## src/rtl/store_buffer_pkg.sv

```systemverilog
// Shared types and widths for the store buffer: entry-state encoding, pointer
// width and the per-entry storage record.
package store_buffer_pkg;
  localparam int SB_DEPTH  = 8;
  localparam int SB_PTR_W  = $clog2(SB_DEPTH);
  localparam int SB_ADDR_W = 32;
  localparam int SB_TAG_W  = 32;

  typedef enum logic [1:0] {
    SB_FREE      = 2'd0,
    SB_PENDING   = 2'd1,
    SB_COMMITTED = 2'd2
  } sb_state_e;

  typedef struct packed {
    sb_state_e              st;
    logic [SB_ADDR_W-1:0]   addr;
    logic [SB_ADDR_W-1:0]   data;
    logic [SB_TAG_W-1:0]    tag;
  } sb_entry_t;
endpackage

```

## src/rtl/sb_fwd_match.sv

```systemverilog
// Store-to-load forwarding selector: among occupied entries with a matching
// address and an older tag, returns the data of the youngest one.
module sb_fwd_match
  import store_buffer_pkg::*;
#(
  parameter int DEPTH = SB_DEPTH,
  parameter int PTR_W = $clog2(DEPTH)
) (
  input  logic [DEPTH-1:0]                busy,
  input  logic [DEPTH-1:0][SB_ADDR_W-1:0] e_addr,
  input  logic [DEPTH-1:0][SB_ADDR_W-1:0] e_data,
  input  logic [DEPTH-1:0][SB_TAG_W-1:0]  e_tag,
  input  logic [PTR_W-1:0]                head_idx,
  input  logic [SB_ADDR_W-1:0]            fwd_addr,
  input  logic [SB_TAG_W-1:0]             fwd_inst_num,
  output logic                            fwd_hit,
  output logic [SB_ADDR_W-1:0]            fwd_data
);
  logic [DEPTH-1:0] match;
  logic [PTR_W-1:0] idx;

  for (genvar g = 0; g < DEPTH; g++) begin : g_cmp
    assign match[g] = busy[g] && (e_addr[g] == fwd_addr) && (e_tag[g] < fwd_inst_num);
  end

  // Walk oldest to youngest from head so the last hit seen is the youngest.
  always_comb begin
    fwd_hit  = |match;
    fwd_data = '0;
    idx      = head_idx;
    for (int k = 0; k < DEPTH; k++) begin
      idx = head_idx + k[PTR_W-1:0];
      if (match[idx]) fwd_data = e_data[idx];
    end
  end
endmodule

```

## src/rtl/store_buffer.sv

```systemverilog
// Circular store buffer: holds resolved stores until the ROB commits them,
// drains committed stores in order to data memory, and forwards to loads.
module store_buffer
  import store_buffer_pkg::*;
#(
  parameter int DEPTH = SB_DEPTH
) (
  input  logic                     clk,
  input  logic                     reset,
  input  logic                     exception,
  input  logic                     store_valid,
  input  logic [31:0]              store_address,
  input  logic [31:0]              store_data,
  input  logic [31:0]              store_inst_num,
  output logic                     store_ready,
  output logic                     memwrite,
  output logic [31:0]              out_store_address,
  output logic [31:0]              out_store_inst_num,
  input  logic                     commit_valid,
  input  logic [31:0]              commit_inst_num,
  output logic                     dmem_we,
  output logic [31:0]              dmem_addr,
  output logic [31:0]              dmem_wdata,
  input  logic                     dmem_ready,
  input  logic [31:0]              fwd_addr,
  input  logic [31:0]              fwd_inst_num,
  output logic                     fwd_hit,
  output logic [31:0]              fwd_data,
  output logic [$clog2(DEPTH):0]   count
);
  localparam int PTR_W = $clog2(DEPTH);

  sb_entry_t [DEPTH-1:0] ent;
  sb_state_e             st_nxt [DEPTH];
  logic [PTR_W:0]        head, tail, head_nxt, tail_nxt, n_comm;
  logic [PTR_W-1:0]      head_idx, tail_idx;
  logic                  full, acc, drain;

  logic [DEPTH-1:0]                busy;
  logic [DEPTH-1:0][SB_ADDR_W-1:0] e_addr, e_data;
  logic [DEPTH-1:0][SB_TAG_W-1:0]  e_tag;

  assign head_idx    = head[PTR_W-1:0];
  assign tail_idx    = tail[PTR_W-1:0];
  assign count       = tail - head;
  assign full        = count[PTR_W];
  assign store_ready = !full;
  assign acc         = store_valid && !full && !exception;
  assign dmem_we     = (ent[head_idx].st == SB_COMMITTED);
  assign dmem_addr   = ent[head_idx].addr;
  assign dmem_wdata  = ent[head_idx].data;
  assign drain       = dmem_we && dmem_ready;

  // Commit is applied before the flush so a same-cycle commit survives it.
  always_comb begin
    for (int i = 0; i < DEPTH; i++) st_nxt[i] = ent[i].st;
    for (int i = 0; i < DEPTH; i++)
      if (commit_valid && ent[i].st == SB_PENDING && ent[i].tag == commit_inst_num)
        st_nxt[i] = SB_COMMITTED;
    if (drain) st_nxt[head_idx] = SB_FREE;
    if (exception) begin
      for (int i = 0; i < DEPTH; i++)
        if (st_nxt[i] == SB_PENDING) st_nxt[i] = SB_FREE;
    end else if (acc) begin
      st_nxt[tail_idx] = SB_PENDING;
    end
    n_comm = '0;
    for (int i = 0; i < DEPTH; i++)
      if (st_nxt[i] == SB_COMMITTED) n_comm = n_comm + 1'b1;
    head_nxt = head + {{PTR_W{1'b0}}, drain};
    // Committed entries are always the oldest, so they sit contiguously at head.
    tail_nxt = exception ? head_nxt + n_comm : tail + {{PTR_W{1'b0}}, acc};
  end

  always_ff @(posedge clk or negedge reset) begin
    if (!reset) begin
      ent                <= '0;
      head               <= '0;
      tail               <= '0;
      memwrite           <= 1'b0;
      out_store_address  <= '0;
      out_store_inst_num <= '0;
    end else begin
      head     <= head_nxt;
      tail     <= tail_nxt;
      memwrite <= acc;
      for (int i = 0; i < DEPTH; i++) ent[i].st <= st_nxt[i];
      if (acc) begin
        ent[tail_idx].addr <= store_address;
        ent[tail_idx].data <= store_data;
        ent[tail_idx].tag  <= store_inst_num;
        out_store_address  <= store_address;
        out_store_inst_num <= store_inst_num;
      end
    end
  end

  always_comb begin
    for (int i = 0; i < DEPTH; i++) begin
      busy[i]   = (ent[i].st != SB_FREE);
      e_addr[i] = ent[i].addr;
      e_data[i] = ent[i].data;
      e_tag[i]  = ent[i].tag;
    end
  end

  sb_fwd_match #(.DEPTH(DEPTH), .PTR_W(PTR_W)) u_fwd (
    .busy         (busy),
    .e_addr       (e_addr),
    .e_data       (e_data),
    .e_tag        (e_tag),
    .head_idx     (head_idx),
    .fwd_addr     (fwd_addr),
    .fwd_inst_num (fwd_inst_num),
    .fwd_hit      (fwd_hit),
    .fwd_data     (fwd_data)
  );
endmodule

```

## config.mk

```make
export PLATFORM = sky130hd
export DESIGN_NAME = store_buffer
export DESIGN_NICKNAME = d
export VERILOG_FILES = /design/src/rtl/store_buffer_pkg.sv /design/src/rtl/sb_fwd_match.sv /design/src/rtl/store_buffer.sv
export SDC_FILE = /design/constraint.sdc
export NUM_CORES = 2
export LEC_CHECK = 0
export BUFFER_PORTS_ARGS = -buffer_cell sky130_fd_sc_hd__buf_4
export CAP_MARGIN = 40
export CORE_ASPECT_RATIO = 0.5
export CORE_UTILIZATION = 67
export CTS_CLUSTER_SIZE = 16
export DETAILED_ROUTE_END_ITERATION = 6
export PLACE_DENSITY_LB_ADDON = 0.25
export SLEW_MARGIN = 20
export SYNTH_ARGS = -nofsm -noshare
export SYNTH_HDL_FRONTEND = slang
export SYNTH_SLANG_ARGS = --single-unit
```

## constraint.sdc

```tcl
create_clock -name clk -period 23.7 [get_ports clk]
set_input_delay 1.185 -clock clk [delete_from_list [all_inputs] [get_ports clk]]
set_output_delay 1.185 -clock clk [all_outputs]
set_load 0.02 [all_outputs]
```

Word-level counts from Yosys, hierarchy flattened
Index checks and enable logic that the tools add are counted.

cells by class
  equal/unequal tests = 41
  reductions and logical operators = 49
  divide/modulo/power cells = 0
  muxes and demuxes = 84
  shift-type cells = 0
  multiply operators = 0
  $lt $le $gt $ge = 22
  bitwise gates (word level) = 7
  add/subtract/negate cells = 18

operators by type and width
  operator                                                               number
  784-bit bitwise mux                                                    3
  98-bit demux with 3-bit select                                         3
  784-bit two-way mux                                                    1
  32-bit binary-select mux with 3-bit select                             8
  32-bit two-way mux                                                     17
  32-bit == test                                                         16
  98-bit binary-select mux with 3-bit select                             1
  32-bit < comparator                                                    8
  98-bit two-way mux                                                     1
  96-bit two-way mux                                                     1
  64-bit two-way mux                                                     1
  16-bit two-way mux                                                     3
  1-bit logical AND                                                      38
  3-bit by 4-bit < comparator with 1-bit output (second input constant)  9
  2-bit two-way mux                                                      18
  2-bit by 1-bit == test with 1-bit output (second input constant)       16
  4-bit two-way mux                                                      8
  4-bit by 1-bit adder with 4-bit output (second input constant)         7
  1-bit binary-select mux with 3-bit select                              8
  2-bit == test (second input constant)                                  9
  16-bit AND                                                             1
  16-bit NOT                                                             1
  2-bit nonzero test                                                     8
  3-bit adder (second input constant)                                    4
  16 further kinds                                                       31

word-level totals
  bits in latches = 0
  bits in registers = 857
  memory bits (writable) = 0
  memories kept = 0
  logic and storage cells = 258
  output and inout bits = 168
  bits of input ports = 198
  memory bits (read-only) = 0

Logic depth before layout (Yosys ltp)
  depth in word-level cells = 29
  depth in mapped cells = 38
  mapped depth without buffers = 34

Hierarchy
A second synthesis with hierarchy kept.

unflattened totals
  cells, all modules = 5994
  area, all modules = 59112.9 um2

by module, submodules not included
  module        cells an instance  area each (um2)  instances  seq. area each (um2)
  store_buffer  3637               39166.3          1          21445.6
  sb_fwd_match  2357               19946.6          1          0.0

Least setup slack after synthesis
Ideal clock, no wire load.

  path kind = reg-to-reg
  start point = register head[2]
  end point = register tail[3]
  required time = 23.576 ns
  period minus slack after synthesis = 8.134 ns
  path slack = 15.566 ns
  data arrival time = 8.009 ns
  path buffers = 4
  stages on the path, launching flop included = 38
  library setup time = 0.124 ns
  cell sequence = dfrtp_1 inv_1 clkbuf_1 clkbuf_1 buf_1 ha_1 a21oi_1 nand2_1 xnor2_1 nand2_1 clkinv_1 nand3_1 clkbuf_1 nand2_1 or2_2 inv_1 ha_1 xor2_2 [2 not listed] o211ai_1 o31ai_1 ha_1 mux2_2 ha_1 mux2_2 ha_1 mux2_2 ha_1 mux2_2 ha_1 a21o_1 a21oi_1 xnor2_1 xnor2_1 xnor2_1 xnor2_1 o21ai_1

on the way
  elaborated cells between the ends (all ways) = 64
  those cells by class = 11 x add/sub; 2 x order compare; 17 x eq/ne; 24 x mux; 5 x bitwise; 5 x reduce/logical

RTL lines
  what                                    line                text
  from (decl)                             store_buffer.sv:35  logic [PTR_W:0] head, tail, head_nxt, tail_nxt, n_comm;
  from (signal assigned)                  store_buffer.sv:84  head <= head_nxt;
  4-bit subtractor (*)                    store_buffer.sv:45  assign count = tail - head;
  1-bit zero test (*)                     n/a
  named net store_ready                   store_buffer.sv:15  output logic store_ready,
  1-bit logical AND (*) (2 in a row)      store_buffer.sv:48  assign acc = store_valid && !full && !exception;
  16-bit two-way mux                      store_buffer.sv:64  end else if (acc) begin
  16-bit two-way mux                      store_buffer.sv:61  if (exception) begin
  2-bit == test                           store_buffer.sv:69  if (st_nxt[i] == SB_COMMITTED) n_comm = n_comm + 1'b1;
  1-bit two-way mux                       store_buffer.sv:69
  [9 not listed]                          n/a
  4-bit two-way mux                       store_buffer.sv:69
  4-bit by 1-bit adder with 4-bit output  store_buffer.sv:69
  4-bit two-way mux                       store_buffer.sv:69
  4-bit by 1-bit adder with 4-bit output  store_buffer.sv:69
  4-bit two-way mux                       store_buffer.sv:69
  4-bit adder                             store_buffer.sv:72  tail_nxt = exception ? head_nxt + n_comm : tail + {{PTR_W{1'b0}}, acc};
  4-bit two-way mux (*)                   store_buffer.sv:72
  named net tail_nxt[3]                   store_buffer.sv:35
  to (signal assigned)                    store_buffer.sv:85  tail <= tail_nxt;
  to (decl)                               store_buffer.sv:35

The timed path passes the listed nets; every way through them passes the cells marked *. The select of a mux whose other input is x is not followed.
A chain may end at the register's enable or synchronous reset.

Worst setup path after layout
  start point = register head[2]
  end point = register tail[3]

on the way
  longest elaborated chain between the ends = 29
  elaborated cells between the ends (all ways) = 64
  those cells by class = 11 x add/sub; 2 x order compare; 17 x eq/ne; 24 x mux; 5 x bitwise; 5 x reduce/logical

RTL lines
  what                                                                                                               line                text
  3-bit NOT with 4-bit output (implied by the code)                                                                  store_buffer.sv:60  if (drain) st_nxt[head_idx] = SB_FREE;
  4-bit >= comparator (implied by the code) / 4-bit by 1-bit < comparator with 1-bit output (equally long branches)  store_buffer.sv:60
  1-bit logical AND (implied by the code)                                                                            store_buffer.sv:60
  2-bit two-way mux (implied by the code)                                                                            store_buffer.sv:60
  2-bit demux with 3-bit select                                                                                      store_buffer.sv:60
  16-bit NOT (no source line)                                                                                        n/a
  16-bit AND (no source line)                                                                                        n/a
  16-bit two-way mux                                                                                                 store_buffer.sv:60
  [14 not listed]                                                                                                    n/a
  4-bit two-way mux                                                                                                  store_buffer.sv:69
  4-bit by 1-bit adder with 4-bit output                                                                             store_buffer.sv:69
  4-bit two-way mux                                                                                                  store_buffer.sv:69
  4-bit by 1-bit adder with 4-bit output                                                                             store_buffer.sv:69
  4-bit two-way mux                                                                                                  store_buffer.sv:69
  4-bit adder                                                                                                        store_buffer.sv:72
  4-bit two-way mux (*)                                                                                              store_buffer.sv:72
  named net tail_nxt[3]                                                                                              store_buffer.sv:35

Marks and branches as above.

==> impl_metrics.toml <==
[clock_tree]
insertion_delay_ns = 0.70
cts_setup_buffers = 0
cts_resized = 0
clock-root-buffer = "clkbuf_16"
clkTransAtPathRegs_ns = 0.07
numCtsBuffers = 81
hold_buffers = 0
cts-htree-levels = 3
clock-sinks = 857
cts_tree = "done"
clk_path_buf_depth = 3

[placement]
gp_congestion = 1.06
place.detailed.hpwl_mm = 143
portBuffers = 365

[pwr]
vdd_drop_max_mv = 0.0779
p_per_area_nw_per_um2 = 82.9
leakage_nw = 29.6

[global_routing]
grt_usage = 0.469
gr-total-overflow = 0
grt_pass1_wl_mm = 302
grt_max_degree = 108
antenna_found_initial = 12
grt_pass1_vias = 45500

[yosys]
ys_warn_count = 0
ys_types = 81
synth-edff-count = 0
syn_area_um2 = 57700
postSynthCellCount = 5024
syn-num-nets = 5495
synthArstFlopShare = 1.00
ys_seq_elements = 857
synth_seq_area_share = 0.372
synth.avg_cell_area_um2 = 11.5
synthFlopType = "dfrtp_1"

[sta]
fin_crit_ns = 8.45
finalSetupTns_ns = 0
fin_skew_ns = 0.0205
hold_viol = 0
maxSlewHeadroom = 0.351
setup_violations = 0
fmax_mhz = 118
tightest_slew_ns = 0.965
grt_setup_unrepaired = "false"
hold_ws_ns = 0.479
min_period_over_period = 0.357
slew_violations = 0

[route]
firstDrtPassIters = 7
drt_wl_total_mm = 205
vias_per_cell = 7.21
antenna_left = 0
wl_per_cell_um = 31.8
drtIter0Drc = 6322
remaining_drc_errors = 2
vias = 46600

[setup_path]
cpPeakStageDelay_ns = 0.65
path_class = "reg2reg"
critPathLaunchType = "flop"
cp_slowest_cell = "dfrtp_4"
cp_common_cell = "ha_1"
critPathMaxFanout = 35
crit_required_ns = 24.27
cp.arrival_ns = 9.03
endpoint_kind = "flop"

[floorplan]
rows = 75
io_pins = 366
die_w_um = 417
coreArea_um2 = 84500
dieArea_um2 = 87400
fp.dieH_um = 210
start_util = 0.683

[status]
failed_checks = "design-rule violations"
status = "complete, but fails checks"

[finish]
area_growth_pct = 12.4
nNetsFinal = 5700
drive_gt1_frac = 0.335

[worst_hold_path]
worstHoldPathType = "reg2reg"

[job]
maxCapViolCount = 0
-- per-layer routing --
| metal | vias up | share of wire | track usage |
|---|---|---|---|
| li1 | 18900 | - | - |
| met1 | 23500 | 0.37 | 0.640 |
| met2 | 3401 | 0.44 | 0.708 |
| met3 | 749 | 0.13 | 0.130 |
| met4 | 4 | 0.054 | 0.202 |
| met5 | - | 0.00015 | 0 |
-- worst max-delay path: cells and delay by family, from the launching register on --
family,cells,cell delay [ns]
XOR/XNOR,6,1.23
buffers and inverters,4,0.52
flip-flops,1,0.65
AND/OR/NAND/NOR,5,1.38
AO/OA/AOI/OAI,6,0.91
multiplexers,4,1.14
adder cells (fa/ha/maj),8,2.43
-- where the power goes --
group / leakage (nW) / internal [mW] / switching [mW]
Clock: 1.42 / 0.804 / 0.635
Combinational: 17.0 / 0.827 / 0.932
Sequential: 11.2 / 1.78 / 0.396
-- cell type report --
| cell class | count | area, um^2 |
|---|---|---|
| Inverter | 62 | 235 |
| Antenna cell | 6 | 15.0 |
| Sequential cell | 857 | 21500 |
| Tap cell | 1155 | 1450 |
| Timing Repair Buffer | 465 | 4090 |
| Multi-Input combinational cell | 3762 | 34800 |
| Fill cell | 5367 | 19700 |
| Clock buffer | 115 | 2360 |
| Clock inverter | 36 | 505 |
-- cells by family after synthesis --
| family | Yosys count | share of synthesized area |
|---|---|---|
| AND/OR/NAND/NOR | 1251 | 0.0983 |
| AO/OA/AOI/OAI | 533 | 0.0690 |
| adder cells (fa/ha/maj) | 273 | 0.0595 |
| multiplexers | 1173 | 0.290 |
| buffers and inverters | 405 | 0.0296 |
| XOR/XNOR | 532 | 0.0819 |
| flip-flops | 857 | 0.372 |
-- layout by cell type (no fill, tap or decap), types with 25 or more instances in the layout --
cell       instances
mux2_2           774
a221oi_2          31
buf_4            421
mux2i_1           75
nor2_1            60
xor2_1           314
inv_1             55
nor3_1            25
a21o_1            69
o21ai_0           65
nor4_1            94
nand4_1          107
ha_1             269
nand3_1          105
nand2_1          749
a32o_1            32
mux4_2           322
dfrtp_1          854
and2_1            37
o21ai_1           46
xnor2_1          207
a211o_1           37
a211oi_1          52
a21oi_1           92
clkbuf_16         81
-- worst paths after layout --
kind | startpoint | end | slack (ns) | cells past startpoint
worst max register to register | head[2] | tail[3] | 15.25 | 33
min in group asynchronous | reset | asynchronous set/reset pin | 0.52 | 1
worst min register to register | out_store_inst_num[16] | out_store_inst_num[16] | 0.48 | 2
max in group asynchronous | reset | asynchronous set/reset pin | 20.49 | 6
worst max-delay path | head[2] | tail[3] | 15.25 | 33
worst min-delay path | out_store_inst_num[16] | out_store_inst_num[16] | 0.48 | 2
-- per-stage QoR --
step / area [um^2] / total power, mW / cells / utilization / worst slack [ns]
2_1_floorplan: 57700 / 3.15 / 5024 / - / 15.57
6_report: 64900 / 5.38 / 6458 / 0.767 / 15.25
3_5_place_dp: 61600 / 3.87 / 6285 / 0.729 / 15.26
3_3_place_gp: 61100 / 3.79 / 6260 / 0.723 / 15.43
4_1_cts: 64500 / 5.30 / 6436 / 0.763 / 15.24
5_1_grt: 64900 / 5.55 / 6456 / 0.767 / 14.93
-- synth_stat cells (all sizes together), types with 15 or more instances --
cell      n  area (um^2)
o21ai   114          582
and2     37          231
a221oi   36          515
dfrtp   857        21400
a211oi   55          423
mux2i    75          751
inv      59          221
a211o    37          324
clkbuf  218          818
nor3     25          125
nand2b   20          125
nor2b    16          100
nor4     95          594
ha      271         3390
nand4   107          669
a21oi    93          465
a21o     69          518
mux4    322         7250
a32o     32          320
buf     125          659
nor2     60          225
xnor2   213         1900
nand3   107          536
nand2   752         2820
o21a     15          113
xor2    317         2780
mux2    776         8740
Note: power is estimated with default switching activity, not from simulation.
